**src/rtl/pipe_mux_pkg.sv**
```systemverilog
// Shared types and helpers for the pipelined N:1 operand selector.
package pipe_mux_pkg;

  typedef enum logic [1:0] {
    EMPTY = 2'd0,
    ONE   = 2'd1,
    TWO   = 2'd2
  } state_t;

  // Select width, never narrower than one bit so a 2:1 still has a port.
  function automatic int sel_w(input int n);
    return (n <= 2) ? 1 : $clog2(n);
  endfunction

endpackage

```
**src/rtl/pipe_mux_nx1_mux.sv**
```systemverilog
// Combinational N:1 selector; flags selects that name no input.
module mux_nx1 import pipe_mux_pkg::*; #(
  parameter int WIDTH = 32,
  parameter int N_IN  = 4,
  localparam int SEL_W = sel_w(N_IN)
) (
  input  logic [N_IN*WIDTH-1:0] in_data,
  input  logic [SEL_W-1:0]      sel,
  output logic [WIDTH-1:0]      dout,
  output logic                  oor
);

  // No match leaves dout at zero and oor set.
  always_comb begin
    dout = '0;
    oor  = 1'b1;
    for (int k = 0; k < N_IN; k++) begin
      if (sel == SEL_W'(k)) begin
        dout = in_data[k*WIDTH +: WIDTH];
        oor  = 1'b0;
      end
    end
  end

endmodule

```
**src/rtl/pipe_mux_nx1.sv**
```systemverilog
// N:1 selector with a registered valid/ready output and a 2-entry skid buffer.
// Optional PIPE_MUX_SEL_CHK_EN: zero out-of-range beats and raise a sticky SEL_ERR.
module pipe_mux_nx1 import pipe_mux_pkg::*; #(
  parameter int WIDTH = 32,
  parameter int N_IN  = 4,
  localparam int SEL_W = sel_w(N_IN)
) (
  input  logic                  CLK,
  input  logic                  RESET,
  input  logic [N_IN*WIDTH-1:0] IN_DATA,
  input  logic [SEL_W-1:0]      IN_SEL,
  input  logic                  IN_VALID,
  output logic                  IN_READY,
  input  logic                  FLUSH,
  output logic [WIDTH-1:0]      OUT_DATA,
  output logic [SEL_W-1:0]      OUT_SEL,
  output logic                  OUT_VALID,
  input  logic                  OUT_READY,
  output logic                  SEL_ERR
);

  state_t             state;
  logic [WIDTH-1:0]   main_d, skid_d, mux_d, cap_d;
  logic [SEL_W-1:0]   main_s, skid_s;
  logic               oor, accept, drain;

  mux_nx1 #(.WIDTH(WIDTH), .N_IN(N_IN)) u_mux (
    .in_data (IN_DATA),
    .sel     (IN_SEL),
    .dout    (mux_d),
    .oor     (oor)
  );

`ifdef PIPE_MUX_SEL_CHK_EN
  assign cap_d = mux_d;
`else
  // Out-of-range falls back to input 0, like the legacy default arm.
  assign cap_d = oor ? IN_DATA[WIDTH-1:0] : mux_d;
`endif

  assign IN_READY  = (state != TWO);
  assign OUT_VALID = (state != EMPTY);
  assign OUT_DATA  = main_d;
  assign OUT_SEL   = main_s;
  assign accept    = IN_VALID & IN_READY & ~FLUSH & ~RESET;
  assign drain     = OUT_VALID & OUT_READY;

  always_ff @(posedge CLK) begin
    if (RESET) begin
      state  <= EMPTY;
      main_d <= '0;
      main_s <= '0;
      skid_d <= '0;
      skid_s <= '0;
    end else if (FLUSH) begin
      state <= EMPTY;
    end else begin
      case (state)
        EMPTY: if (accept) begin
          main_d <= cap_d;
          main_s <= IN_SEL;
          state  <= ONE;
        end
        ONE: begin
          if (accept && drain) begin
            main_d <= cap_d;
            main_s <= IN_SEL;
          end else if (accept) begin
            skid_d <= cap_d;
            skid_s <= IN_SEL;
            state  <= TWO;
          end else if (drain) begin
            state <= EMPTY;
          end
        end
        TWO: if (drain) begin
          main_d <= skid_d;
          main_s <= skid_s;
          state  <= ONE;
        end
        default: state <= EMPTY;
      endcase
    end
  end

`ifdef PIPE_MUX_SEL_CHK_EN
  logic sel_err_q;
  always_ff @(posedge CLK) begin
    if (RESET)              sel_err_q <= 1'b0;
    else if (accept && oor) sel_err_q <= 1'b1;
  end
  assign SEL_ERR = sel_err_q;
`else
  assign SEL_ERR = 1'b0;
`endif

endmodule

```
**config.mk**
```make
export PLATFORM = sky130hd
export DESIGN_NAME = pipe_mux_nx1
export DESIGN_NICKNAME = d
export VERILOG_FILES = /design/src/rtl/pipe_mux_pkg.sv /design/src/rtl/pipe_mux_nx1_mux.sv /design/src/rtl/pipe_mux_nx1.sv
export SDC_FILE = /design/constraint.sdc
export NUM_CORES = 1
export LEC_CHECK = 0
export ABC_AREA = 1
export ABC_CLOCK_PERIOD_IN_PS = 2300
export CELL_PAD_IN_SITES_DETAIL_PLACEMENT = 0
export CELL_PAD_IN_SITES_GLOBAL_PLACEMENT = 1
export CORE_MARGIN = 2
export CORE_UTILIZATION = 41
export CTS_BUF_LIST = sky130_fd_sc_hd__clkbuf_8
export DETAILED_ROUTE_END_ITERATION = 10
export DONT_BUFFER_PORTS = 1
export PLACE_DENSITY = 0.75
export SYNTH_ARGS = -nofsm -noshare
export SYNTH_HDL_FRONTEND = slang
export SYNTH_SLANG_ARGS = --single-unit
```
**constraint.sdc**
```tcl
create_clock -name CLK -period 2.3 [get_ports CLK]
set_input_delay 0.345 -clock CLK [delete_from_list [all_inputs] [get_ports CLK]]
set_output_delay 0.345 -clock CLK [all_outputs]
set_load 0.05 [all_outputs]
```
Yosys cells after proc, flatten, opt, wreduce, memory -nomap -nowiden
Cells that the tools add are included.
Widths: inputs -> output; s select.
{"block": "word_totals", "register_bits": 70, "romBits": 0, "out_inout_bits": 37, "mem_count": 0, "ramBits": 0, "word_cells": 55, "inputBits": 135, "latch_bits": 0}
{"block": "op_classes", "mux": 23, "multipliers": 0, "bitwise_logic": 7, "reduce_logical": 9, "div_mod_pow": 0, "shift": 0, "magnitude_cmp": 0, "addsub": 0, "eq_ne": 11}
{"op": "$mux 32", "n": 8}
{"op": "$pmux 32 s3", "n": 1}
{"op": "$mux 2", "n": 8}
{"op": "$pmux 2 s3", "n": 2}
{"op": "$ne 2x2->1 const B", "n": 5}
{"op": "$reduce_and 4->1", "n": 2}
{"op": "$eq 2x2->1 const B", "n": 3}
{"op": "$reduce_and 5->1", "n": 1}
{"op": "$and 1x1->1", "n": 4}
{"op": "$eq 2x1->1 const B", "n": 2}
{"op": "$logic_not 2->1", "n": 2}
{"op": "$mux 1", "n": 4}
{"op": "$ne 3x3->1 const B", "n": 1}
{"op": "$not 1->1", "n": 3}
{"op": "$reduce_bool 3->1", "n": 1}
{"op": "$reduce_bool 2->1", "n": 1}
{"op": "$reduce_or 2->1", "n": 1}
{"op": "$logic_and 1x1->1", "n": 1}

Longest topological paths before layout
Gate-level depths: netlist of run 1.
{"block": "depth", "ltp_word": 8, "mapped_depth": 10, "ltp_nobuf": 9}

Hierarchy
Synthesis of run 1 repeated with hierarchy kept, for this count alone.
{"block": "hier_totals", "hier_cells": 736, "area_unflattened_um2": 4629.4}
{"module": "pipe_mux_nx1", "n_inst": 1, "seq_area_each_um2": 1401.3, "area_per_inst_um2": 3649.8, "cells_per_inst": 548}
{"module": "mux_nx1", "n_inst": 1, "seq_area_each_um2": 0.0, "area_per_inst_um2": 979.7, "cells_per_inst": 188}

Worst setup path before layout of run 1
OpenSTA, ideal clock, no wires.
{"block": "synth_path", "kind": "reg-to-reg", "from": "register state[1]", "to": "register main_d[17] (netlist: OUT_DATA[17])", "synth_period_minus_slack_ns": 1.398, "path_stages_with_launch": 10, "slack_ns": 0.902, "t_required_ns": 2.187, "path_buffers": 2, "setup_time_ns": 0.113, "arrival_time_ns": 1.285, "path_cell_list": "dfxtp_1 > inv_1 > nor2_1 > buf_2 > inv_1 > buf_2 > nand3_1 > nand2_1 > nor2_1 > nor2_1"}
{"block": "synth_via", "elab_chain_cells": 7, "elab_cells_between_ends": 16, "classes_between": "eq/ne: 6; mux: 1; bitwise: 4; reduce/logical: 5"}
{"item": "start: declaration", "line": "pipe_mux_nx1.sv:22", "text": "state_t state;"}
{"item": "start signal: assignment", "line": "pipe_mux_nx1.sv:50", "text": "state <= EMPTY;"}
{"item": "start signal: assignment", "line": "pipe_mux_nx1.sv:56", "text": "state <= EMPTY;"}
{"item": "start signal: assignment", "line": "pipe_mux_nx1.sv:62", "text": "state <= ONE;"}
{"item": "$ne 2x2->1 *", "line": "pipe_mux_nx1.sv:41", "text": "assign IN_READY = (state != TWO);"}
{"item": "named net IN_READY", "line": "pipe_mux_nx1.sv:13", "text": "output logic IN_READY,"}
{"item": "$and 1x1->1 * (3 in series)", "line": "pipe_mux_nx1.sv:45", "text": "assign accept = IN_VALID & IN_READY & ~FLUSH & ~RESET;"}
{"item": "$logic_and 1x1->1", "line": "pipe_mux_nx1.sv:65", "text": "if (accept && drain) begin"}
{"item": "$ne 2x2->1 (no line)"}
{"item": "$reduce_and 5->1 (no line) *"}
{"item": "end signal: assignment", "line": "pipe_mux_nx1.sv:60", "text": "main_d <= cap_d;"}
{"item": "end signal: assignment", "line": "pipe_mux_nx1.sv:66", "text": "main_d <= cap_d;"}
{"item": "end signal: assignment", "line": "pipe_mux_nx1.sv:77", "text": "main_d <= skid_d;"}
{"item": "end: declaration", "line": "pipe_mux_nx1.sv:23", "text": "logic [WIDTH-1:0] main_d, skid_d, mux_d, cap_d;"}
Mark *: on every way through the listed nets, which the timed path passes. The rest lies on a longest branch.
A chain may end at the register's enable or synchronous reset.

Final worst setup path of run 1
{"block": "layout_path", "from": "register state[1]", "to": "output IN_READY"}
{"block": "layout_via", "elab_chain_cells": 1}
{"item": "$ne 2x2->1", "line": "pipe_mux_nx1.sv:41"}
{"item": "end: declaration", "line": "pipe_mux_nx1.sv:13"}
Every way passes these cells.

==> qor.yml, run 1 <==
status: "complete, no violations"
cts_buffers: 9
setup_viol_count_final: 0
multi_input_area_um2: 2333
grt_pass1_wl_um: 19390
hold_path_class: "in2reg"
port-buffer-count: 0
grt_use_total_pct: 22.14
cts_setup_buffers: 0
ant_nets: 0
fin_tns_setup_ns: 0
clock_path_buffers: 2
pin_count: 172
hold-worst-slack_ns: 0.2364
gp_congestion: 0.8064
cp.arrival_ns: 1.50
worstRegToRegCells: 7
cts.sinks: 70
worstSetupPathType: "reg2out"
powerDensity_nw_per_um2: 648.1
p_leak_nw: 2.005
cts_max_level: 3
dp_hpwl_um: 7709
grt_max_degree: 65
routed_via_density: 5.191
slew_viol_final: 0
drtIter0Drc: 257
drc: 0
hold_buffers: 0
grt_antenna_before_repair: 2
syn_nets: 813
synth_seq_cells: 70
drt_pre_antenna_iters: 5
post-place-ws_ns: 0.5473
start_kind: "flip-flop"
finalCritPeriodShare_pct: 80.31
die-height_um: 104.2
ctsResizeCount: 0
fin_ws_ns: 0.4528
period_minus_slack_ns: 1.847
start_util_pct: 42.10
cts-root-buf: "clkbuf_8"
fmax_mhz: 541.4
grt_overflow: 0
final_nets: 782
antennaDiodeCount: 0
drv_cap: 0
cts_tree: "built"
cp_max_fo: 33
clk_latency_ns: 0.34
synth_cells: 678
chipWidth_um: 104.2
syn_area_um2: 4115
hold_viol: 0
max_slew.worst_pin.slew_ns: 0.9068
syn_to_final_growth_pct: 5.625
finClkSkew_ns: 0.009940
synth.distinct_cells: 25
synth_area_per_cell_um2: 6.070
utilization_pct: 44.47
num_rows: 36
holdPathStages: 3
ys_seq_area_share_pct: 34.05
clk_pin_slew_ns: 0.07
vias: 4075
die_area_um2: 10850
yosysWarnings: 0
max-slew-margin-rel_pct: 39.46
postRouteWirelength_um: 11960
seqCellArea_um2: 1401
drive_gt1_share_pct: 6.748
grt_pass1_vias: 3781
final.fill_count: 1055
core_area_um2: 9774
post_drt_wl_per_cell_um: 15.24
vdd_ir_drop_max_mv: 0.3055
layout_common_cells: "nand2_1 (169), nor2_1 (100), nand3_1 (96)"
end_kind: "output port"
rsz0062_at_grt: "no"
final_common_cell: "nand2_1"
crit_required_ns: 1.96
==> final timing paths <==
path         startpoint      endpoint  slack [ns]
max            state[1]      IN_READY        0.45
min               FLUSH      state[1]        0.24
max reg2reg    state[0]  OUT_DATA[27]        0.57
min reg2reg  skid_d[23]    skid_d[23]        0.50
==> routing by layer <==
metal	share of wire, %	track usage, %
met5	0.23	0
met4	1.4	6.660
met3	8.1	6.454
met2	46	37.22
met1	44	27.42
==> Yosys cell counts <==
cell type  instances  area share (%)
buf_4              1            0.18
o21a_1             1            0.18
or2_2             10             1.5
nand2_4            1            0.27
dfxtp_1           70              34
a21oi_1           37             4.5
nor2_1           101             9.2
inv_1             40             3.6
clkbuf_1          21             1.9
o21ai_1            1            0.12
nor2_4             1            0.27
buf_2             19             2.3
nand3_1           96              12
o21ai_0           69             8.4
conb_1             1           0.091
buf_6              3            0.82
nand4_1            1            0.15
nand2_1          169              15
nand3b_1           2            0.36
nand2_2            2            0.30
nand3_2            1            0.24
buf_1              3            0.27
inv_2              3            0.27
or2_1             22             3.3
nor2_2             3            0.46
==> through the flow <==
stage	instances	power [W]	instance area [um2]
detailed placement	769	0.001711	4113
CTS	785	0.002846	4347
global placement	769	0.001705	4113
floorplan	678	0.001667	4115
finish	785	0.002817	4347
global route	785	0.002956	4347
==> report_power, final <==
part           leakage (nW)  switching (W)  internal, W  total [W]
Combinational          1.31       0.000201     0.000110   0.000311
Clock                 0.124       0.000442     0.000694    0.00114
Sequential            0.567       0.000126      0.00124    0.00137
Total                  2.00       0.000769      0.00205    0.00282
==> kinds of logic after synthesis <==
| logic type | after synthesis | synth area share [%] |
|---|---|---|
| AO/OA/AOI/OAI | 108 | 13.20 |
| buffers and inverters | 90 | 9.425 |
| flip-flops | 70 | 34.05 |
| other | 1 | 0.09113 |
| AND/OR/NAND/NOR | 409 | 43.23 |
==> final cells by class <==
type / instances / area share, %
Multi-Input combinational cell: 518 / 53.68
Sequential cell: 70 / 32.24
Tap cell: 133 / 3.828
Clock buffer: 12 / 3.800
Inverter: 43 / 3.713
Clock inverter: 4 / 1.583
Timing Repair Buffer: 5 / 1.151
==> critical path, stage by stage (launching register included) <==
cell	delay (ns)
dfxtp_1	0.33
inv_1	0.11
nor2_4	0.05
inv_2	0.66
==> flip-flops by register name, indices dropped and copies added, names as in the netlist <==
register,flops
OUT_SEL,2
skid_s,2
skid_d,32
OUT_DATA,32
state,2
(Power assumes the default switching activity.)
==> inputs of run 2 (changes only) <==
--- a/config.mk
+++ b/config.mk
@@ -6,11 +6,11 @@
 export NUM_CORES = 1
 export LEC_CHECK = 0
 export ABC_AREA = 1
-export ABC_CLOCK_PERIOD_IN_PS = 2300
+export ABC_CLOCK_PERIOD_IN_PS = 1650
 export CELL_PAD_IN_SITES_DETAIL_PLACEMENT = 0
 export CELL_PAD_IN_SITES_GLOBAL_PLACEMENT = 1
 export CORE_MARGIN = 2
-export CORE_UTILIZATION = 41
+export CORE_UTILIZATION = 39
 export CTS_BUF_LIST = sky130_fd_sc_hd__clkbuf_8
 export DETAILED_ROUTE_END_ITERATION = 10
 export DONT_BUFFER_PORTS = 1
==> constraint.sdc (replaced) <==
create_clock -name CLK -period 1.65 [get_ports CLK]
set_input_delay 0.2475 -clock CLK [delete_from_list [all_inputs] [get_ports CLK]]
set_output_delay 0.2475 -clock CLK [all_outputs]
set_load 0.05 [all_outputs]
==> run 2 against run 1 <==
Effect of this change:
- critical endpoint unchanged
- global-route usage decreased by 0.74 points
- largest power group unchanged
- first-iteration DRC count decreased by 39%
- register-to-register slack got worse by 0.46 ns
- design area increased by 6.0%
- routed wire length increased by 3.7%
- sequential cell count unchanged
- combinational power increased by 59%
- utilization increased by 0.34 points
- clock skew decreased by 0.0030 ns
==> qor.yml, run 2 (same netlist as run 1, synthesis figures left out) <==
final.fill_count: 1101
crit_required_ns: 1.40
drt_pre_antenna_iters: 6
hold_viol: 0
grt_antenna_before_repair: 2
seqCellArea_um2: 1404
end_kind: "output port"
start_kind: "flip-flop"
max-slew-margin-rel_pct: 62.18
hold_buffers: 0
postRouteWirelength_um: 12410
busiest_layer: "met2"
fmax_mhz: 639.7
grt_max_degree: 64
period_minus_slack_ns: 1.563
grt_pass1_vias: 3882
slew_viol_final: 0
finalCritPeriodShare_pct: 94.75
cp_max_fo: 19
drc: 0
use_met2_pct: 37.08
vias: 4190
routed_via_density: 5.141
hold-worst-slack_ns: 0.1030
worstSetupPathType: "reg2out"
num_rows: 37
final_nets: 807
final_cell_area_um2: 4606
die-height_um: 106.7
drive_gt1_share_pct: 10.78
multi_input_area_um2: 2356
slowest_delay_ns: 0.37
vdd_ir_drop_max_mv: 0.3150
post_dp_cell_area_um2: 4289
status: "complete, no violations"
ant_nets: 0
die_area_um2: 11390
cp.arrival_ns: 1.32
port-buffer-count: 0
final_common_cell: "nand2_1"
gp_congestion: 0.7772
layout_common_cells: "nand2_1 (168), nor2_1 (100), nand3_1 (96)"
cts_tree: "built"
start_util_pct: 40.04
grt_use_total_pct: 21.40
setup_viol_count_final: 0
cts-root-buf: "clkbuf_8"
use_met1_pct: 25.47
grt_overflow: 0
post_drt_wl_per_cell_um: 15.22
powerDensity_nw_per_um2: 874.2
pin_count: 172
drtIter0Drc: 158
crit_buf_inv: 4
crit_path_cell_trace: "inv_2 -> nor2_4 -> inv_2 -> buf_6 -> buf_6"
met3_usage_pct: 4.802
cts_buffers: 9
drv_cap: 0
grt_pass1_wl_um: 19130
finClkSkew_ns: 0.006921
chipWidth_um: 106.7
clk_pin_slew_ns: 0.07
crit_family: "buffers and inverters"
cts.sinks: 70
core_area_um2: 10280
syn_to_final_growth_pct: 11.92
clock_path_buffers: 2
p_total_w: 0.004026
dp_hpwl_um: 8429
crit_slowest_cell: "dfxtp_2"
clk_latency_ns: 0.36
p_leak_nw: 2.142
max_slew.worst_pin.slew_ns: 0.5666
hold_path_class: "in2reg"
cts_max_level: 3
## run 2: cell types whose count changed in the layout (fill, tap and decap cells not counted), sizes merged
cell,change
buf,+24
diode,+2
nand2,+1
## run 2: timing repair
item / CTS / global route
resized for setup: 2 / 5
setup endpoints to repair: 1 / 26
pin swaps: 1 / 2
setup buffers: 2 / 4
cloned: 0 / 1
## run 2: final cells by class
cell class	count	share of cell area, %
repair buffers	29	5.977
inverters	43	3.504
well taps	136	3.695
diodes	2	0.1087
clock inverters	4	1.494
clock buffers	12	3.586
flip-flops and latches	70	30.48
multi-input cells	519	51.15
## run 2: worst paths after layout
path,start,endpoint,slack (ns),cells past startpoint
worst max-delay path,state[1],IN_READY,0.09,5
worst min-delay path,FLUSH,state[1],0.10,3
worst max register to register,state[1],OUT_DATA[28],0.11,10
worst min register to register,skid_d[1],skid_d[1],0.51,2
## run 2: worst register-to-register path: cells and delay by family (launching register included)
family,cells,cell delay (ns)
DFF,1,0.35
buffers and inverters,3,0.36
and+or+nand+nor,7,0.73
## run 2: per-layer routing
metal  share of wire (%)  wire [um]  up-vias
li1                    -          -     2164
met4                 1.8        223        0
met2                  47       5794      143
met3                 7.2        890       16
met5                   0          0        -
met1                  44       5500     1867
## run 2: per-stage QoR
stage                      TNS [ns]  setup WS, ns  cells  util [%]
after floorplan                   0        0.2523    678         -
after global placement            0        0.1418    790     41.73
after detailed placement          0       0.06594    790     41.73
after CTS                         0       0.01296    808     44.23
after global routing      -0.002694     -0.002694    814     44.79
final                             0       0.08669    815     44.81
## run 2: where the power goes
part / internal (W) / leakage (nW) / switching, W / total [W]
combinational: 0.000185 / 1.45 / 0.000309 / 0.000494
clock: 0.000968 / 0.124 / 0.000675 / 0.00164
sequential: 0.00173 / 0.568 / 0.000157 / 0.00189
==> inputs of run 3 (changes only) <==
--- a/config.mk
+++ b/config.mk
@@ -6,7 +6,7 @@
 export NUM_CORES = 1
 export LEC_CHECK = 0
 export ABC_AREA = 1
-export ABC_CLOCK_PERIOD_IN_PS = 1650
+export ABC_CLOCK_PERIOD_IN_PS = 1400
 export CELL_PAD_IN_SITES_DETAIL_PLACEMENT = 0
 export CELL_PAD_IN_SITES_GLOBAL_PLACEMENT = 1
 export CORE_MARGIN = 2
@@ -14,6 +14,7 @@
 export CTS_BUF_LIST = sky130_fd_sc_hd__clkbuf_8
 export DETAILED_ROUTE_END_ITERATION = 10
 export DONT_BUFFER_PORTS = 1
+export GPL_TIMING_DRIVEN = 0
 export PLACE_DENSITY = 0.75
 export SYNTH_ARGS = -nofsm -noshare
 export SYNTH_HDL_FRONTEND = slang
==> constraint.sdc (replaced) <==
create_clock -name CLK -period 1.4 [get_ports CLK]
set_input_delay 0.21 -clock CLK [delete_from_list [all_inputs] [get_ports CLK]]
set_output_delay 0.21 -clock CLK [all_outputs]
set_load 0.05 [all_outputs]
==> run 3 against run 2 <==
Effect of this change:
- the run now ends with negative setup slack left
- clock power up 30%
- sequential power up 19%
- critical path depth unchanged
- worst setup slack worse by 0.22 ns
- worst hold slack worse by 0.017 ns
- critical path type unchanged
- critical endpoint unchanged
- largest power group unchanged
==> qor.yml, run 3 (same netlist as run 1, synthesis figures left out) <==
final_cell_area_um2: 5226
ant_nets: 0
pin_count: 172
syn_to_final_growth_pct: 27.00
dp_hpwl_um: 10160
worstRegToRegCells: 9
max-slew-margin-rel_pct: 63.43
grt_pass1_wl_um: 21950
clk_pin_slew_ns: 0.08
hold_buffers: 0
grt_overflow: 0
grt_pass1_vias: 4235
post-place-ws_ns: -0.3047
crit_required_ns: 1.19
worstSetupPathType: "reg2out"
grt_antenna_before_repair: 1
cts_buffers: 9
clk_latency_ns: 0.36
slew_viol_final: 0
rsz0062_at_grt: "yes"
cp.arrival_ns: 1.33
post_drt_wl_per_cell_um: 16.99
fin_tns_setup_ns: -2.007
postRouteWirelength_um: 14630
status: "finished with violations"
violations: "negative setup slack"
start_util_pct: 40.04
cts.sinks: 70
routed_via_density: 5.187
period_minus_slack_ns: 1.537
drtIter0Drc: 208
cts-root-buf: "clkbuf_8"
setup_viol_count_final: 34
port-buffer-count: 0
cts_max_level: 3
finalCritPeriodShare_pct: 109.8
start_kind: "flip-flop"
rrSetupSlack_ns: -0.13
max_slew.worst_pin.slew_ns: 0.5477
hold_viol: 0
layout_common_cells: "nand2_1 (164), nand3_1 (92), nor2_1 (84)"
grt_max_degree: 12
crit_path_end: "IN_READY"
fin_ws_ns: -0.1366
num_rows: 37
cp_max_fo: 5
post_dp_cell_area_um2: 4285
r2r_start: "state[0]"
chipWidth_um: 106.7
drt_pre_antenna_iters: 5
p_leak_nw: 2.391
die_area_um2: 11390
gp_congestion: 0.8270
drv_cap: 0
finClkSkew_ns: 0.008601
drc: 0
vias: 4466
grt_use_total_pct: 25.26
final_common_cell: "nand2_1"
powerDensity_nw_per_um2: 977.7
final_nets: 855
hold_path_class: "in2reg"
end_kind: "output port"
drive_gt1_share_pct: 17.40
clock_path_buffers: 2
vdd_ir_drop_max_mv: 0.5597
timing.rr.end: "OUT_DATA[7]"
core_area_um2: 10280
fmax_mhz: 650.8
startpoint: "state[1]"
cts_tree: "built"
die-height_um: 106.7
==> run 3: layout make-up <==
class                      instances  area, um2
fill                            1067       5051
multi-input combinational        519       2462
sequential                        70       1406
timing repair buffer              31      410.4
buffer                            46      341.6
inverter                          43      177.7
tap                              136      170.2
clock buffer                      12      165.2
clock inverter                     3      90.09
antenna                            1      2.502
==> run 3: worst min-delay path by stage <==
stage / startpoint / to / slack [ns] / cells past startpoint
global route: OUT_READY / state[0] / 0.09 / 2
CTS: FLUSH / state[1] / 0.05 / 3
floorplan: FLUSH / state[1] / 0.41 / 3
detailed placement: FLUSH / state[1] / 0.43 / 3
finish: OUT_READY / state[0] / 0.09 / 2
global placement: FLUSH / state[1] / 0.42 / 3
==> run 3: per-stage QoR <==
| stage | hold slack (ns) | std cells | util (%) | power (W) |
|---|---|---|---|---|
| 2_1_floorplan | 0.4072 | 678 | - | 0.002738 |
| 3_3_place_gp | 0.4229 | 814 | 41.70 | 0.002884 |
| 3_5_place_dp | 0.4325 | 814 | 41.70 | 0.002897 |
| 4_1_cts | 0.04629 | 850 | 48.69 | 0.005089 |
| 5_1_grt | 0.08849 | 861 | 50.85 | 0.005288 |
| 6_report | 0.08648 | 861 | 50.85 | 0.005110 |
==> run 3: timing repair <==
action	CTS	global route
cloned	6	3
pin swaps	4	21
buffers inserted	16	7
setup endpoints to repair	64	69
resized for setup	58	55
==> run 3: metal layers <==
| metal | track usage [%] | vias up | share of wire, % |
|---|---|---|---|
| li1 | - | 2255 | - |
| met1 | 32.88 | 2029 | 45 |
| met2 | 41.90 | 163 | 47 |
| met3 | 4.377 | 19 | 6.6 |
| met4 | 9.276 | 0 | 1.8 |
| met5 | 0 | - | 0 |
==> run 3: worst max-delay path: stages (launching register included) <==
cell and delay [ns]:
dfxtp_2 0.35, inv_2 0.05, nor2_4 0.10, buf_6 0.13
clkinvlp_4 0.13, buf_12 0.18
==> run 3: power breakdown <==
group	internal [W]	total (W)	switching [W]
Sequential	0.00204	0.00224	0.000204
Combinational	0.000269	0.000721	0.000452
Clock	0.00132	0.00214	0.000823
Total	0.00363	0.00511	0.00148
==> edit: new RTL, settings of run 3 <==
The option `PIPE_MUX_SEL_CHK_EN` is turned on by a define.
--- a/src/rtl/pipe_mux_nx1.sv
+++ b/src/rtl/pipe_mux_nx1.sv
@@ -1,5 +1,7 @@
 // N:1 selector with a registered valid/ready output and a 2-entry skid buffer.
 // Optional PIPE_MUX_SEL_CHK_EN: zero out-of-range beats and raise a sticky SEL_ERR.
+`define PIPE_MUX_SEL_CHK_EN
+
 module pipe_mux_nx1 import pipe_mux_pkg::*; #(
   parameter int WIDTH = 32,
   parameter int N_IN  = 4,
Behaviour: same outputs for any inputs over 4 cycles, from zero or initial values and one cycle with RESET high; that may be too few to reach the edited logic, so the function may still have changed.
==> edit against run 3 <==
The run still ends with setup timing left; maximum frequency down 1.8%; wire length down 3.6%; design area down 3.5%; area after synthesis down 0.70%; setup slack worse by 0.028 ns; sequential cell count up 1; power down 2.5%; largest cell class unchanged.
==> edit: results (changes against run 3) <==
[grt] antenna violations before repair 3 [+2]
[sta] final number of setup-violating endpoints 34 [unchanged]
[placed_design] Detailed Place HPWL 10,200 microns [+0.19%]
[placed_design] area of placed instances 0.00426 sq mm [-0.61%]
[power] leak pwr 2.32 nW [-2.9%]
[setup_path] worst endpoint data arrival time 1.35 ns [+0.02 ns]
[logic_synthesis] Avg Cell Area, Syn 6.05 sq um [-0.26%]
[placed_design] final weighted congestion of routability-driven global placement 0.851 [+2.9%]
[setup_path] largest incremental delay on the critical path 0.37 ns [+0.02 ns]
[status] status complete, but fails checks
[power] Net Sw Power 1.45 mW [-1.7%]
[finish] layout net count 837 [-2.1%]
[detailed_routing] via count normalized by instance count 5.18 [-0.12%]
[detailed_routing] DR pass1 iterations 5 [unchanged]
[logic_synthesis] Seq/Total Area, Yosys 34.8% [+0.73 points]
[detailed_routing] iteration-0 DRC count of the detailed router 219 [+5.3%]
[status] violations in the final reports setup timing
[grt] met1 routing resource usage after global routing 30.0% [-2.9 points]
[logic_synthesis] count of synthesis-stage warnings from yosys 0 [unchanged]
[sta] total negative slack -2.60 ns [-0.595 ns]
[logic_synthesis] most frequent cells after synthesis nand2_1, nor2_1, dfxtp_1
[sta] final worst setup slack -0.165 ns [-0.0284 ns]
[finish] filler cell count 1,090 [+2.2%]
[grt] met3 track utilization from global routing 6.01% [+1.6 points]
[grt] first-pass GRT wire length 21,900 microns [-0.22%]
[setup_path] slowest stage cell, crit path dfxtp_4
[clock_tree] maximum root-to-sink buffer count 2 [unchanged]
[finish] share of cells above drive strength 1 20.9% [+3.5 points]
[logic_synthesis] Cell variety after synth 24 [-4.0%]
[finish] final std cells w/o fill 846 [-1.7%]
[placed_design] number of I/O port buffers 0 [unchanged]
[logic_synthesis] post-synthesis net count 810 [-0.37%]
[grt] maximum number of pins on one net before global-route repair 13 [+1]
[detailed_routing] Final Routed Wirelength 14,100 microns [-3.6%]
[placed_design] setup slack at placement -0.408 ns [-0.103 ns]
[power] maximum vdd drop 0.510 mV [-8.9%]
[logic_synthesis] biggest area contributors in the synthesized netlist dfxtp_1, nand2_1, nor2_1
[sta] final setup skew 0.00548 ns [-0.00312 ns]
[grt] met2 routing resource usage after global routing 42.9% [+1.0 points]
[grt] number of global-route vias before repair 4,355 [+2.8%]
[grt] total global routing track utilization 25.1% [-0.12 points]
[sta] actual transition at the worst max-transition pin 0.707 ns [+0.160 ns]
[edit: cell types whose count changed after synthesis, moves of 2 or more]
| cell | change |
|---|---|
| o21ai_0 | -13 |
| nor2_1 | +3 |
| or2_1 | -22 |
| buf_1 | -2 |
| or2_2 | +22 |
| nand3_1 | -30 |
| buf_2 | -3 |
| nand2_1 | +32 |
| inv_2 | -2 |
| o21ai_1 | +11 |
[edit: routing by layer]
metal	wire length [microns]	share of wire (%)
met3	1060	7.5
met5	0	0
met1	5830	41
met4	316	2.2
met2	6880	49
[edit: path summary, 6_finish.rpt]
kind / depth (start not counted) / to / slack [ns] / startpoint
setup / recovery: 4 / IN_READY / -0.16 / state[0]
hold / removal: 2 / state[1] / 0.04 / RESET
hold reg to reg: 2 / skid_d[23] / 0.50 / skid_d[23]
setup reg to reg: 8 / OUT_DATA[15] / -0.12 / state[0]
[edit: timing repair]
action | CTS | global route
hold buffers | 1 | 0
resized for setup | 76 | 20
setup endpoints to repair | 66 | 66
setup buffers | 14 | 0
gates cloned | 3 | 0
pin swaps | 71 | 12
hold endpoints to repair | 1 | 0
[edit: kinds of logic (layout without fill, tap and decap cells)]
logic type | after synthesis | count (layout) | synth area share, %
flip-flops | 71 | 71 | 34.8
buffers and inverters | 84 | 116 | 8.85
other | 0 | 3 | 0
AND/OR/NAND/NOR | 413 | 413 | 43.0
AO/OA/AOI/OAI | 107 | 107 | 13.3
[edit: through the flow]
step                      hold WS [ns]  utilization (%)
after floorplan                  0.282                -
after global placement           0.283             41.6
after detailed placement         0.285             41.6
after CTS                       0.0186             48.7
after global routing            0.0294             49.3
final                           0.0391             49.3
[edit: layout make-up]
class | count | area, sq um | share of cell area (%)
diodes | 3 | 7.51 | 0.149
plain buffers | 41 | 269 | 5.33
clock buffers | 10 | 138 | 2.73
clock inverters | 6 | 108 | 2.13
inverters | 42 | 164 | 3.25
multi-input cells | 520 | 2540 | 50.4
flip-flops and latches | 71 | 1430 | 28.3
well taps | 136 | 170 | 3.37
repair buffers | 17 | 221 | 4.39
[edit: power groups by stage]
| stage | combinational [mW] | sequential [mW] | clock, mW |
|---|---|---|---|
| final | 0.667 | 2.27 | 2.05 |
| after detailed placement | 0.581 | 2.32 | 0 |
| after global placement | 0.575 | 2.31 | 0 |
| after floorplan | 0.437 | 2.31 | 0 |
| after CTS | 0.640 | 2.27 | 2.07 |
| after global routing | 0.756 | 2.27 | 2.18 |
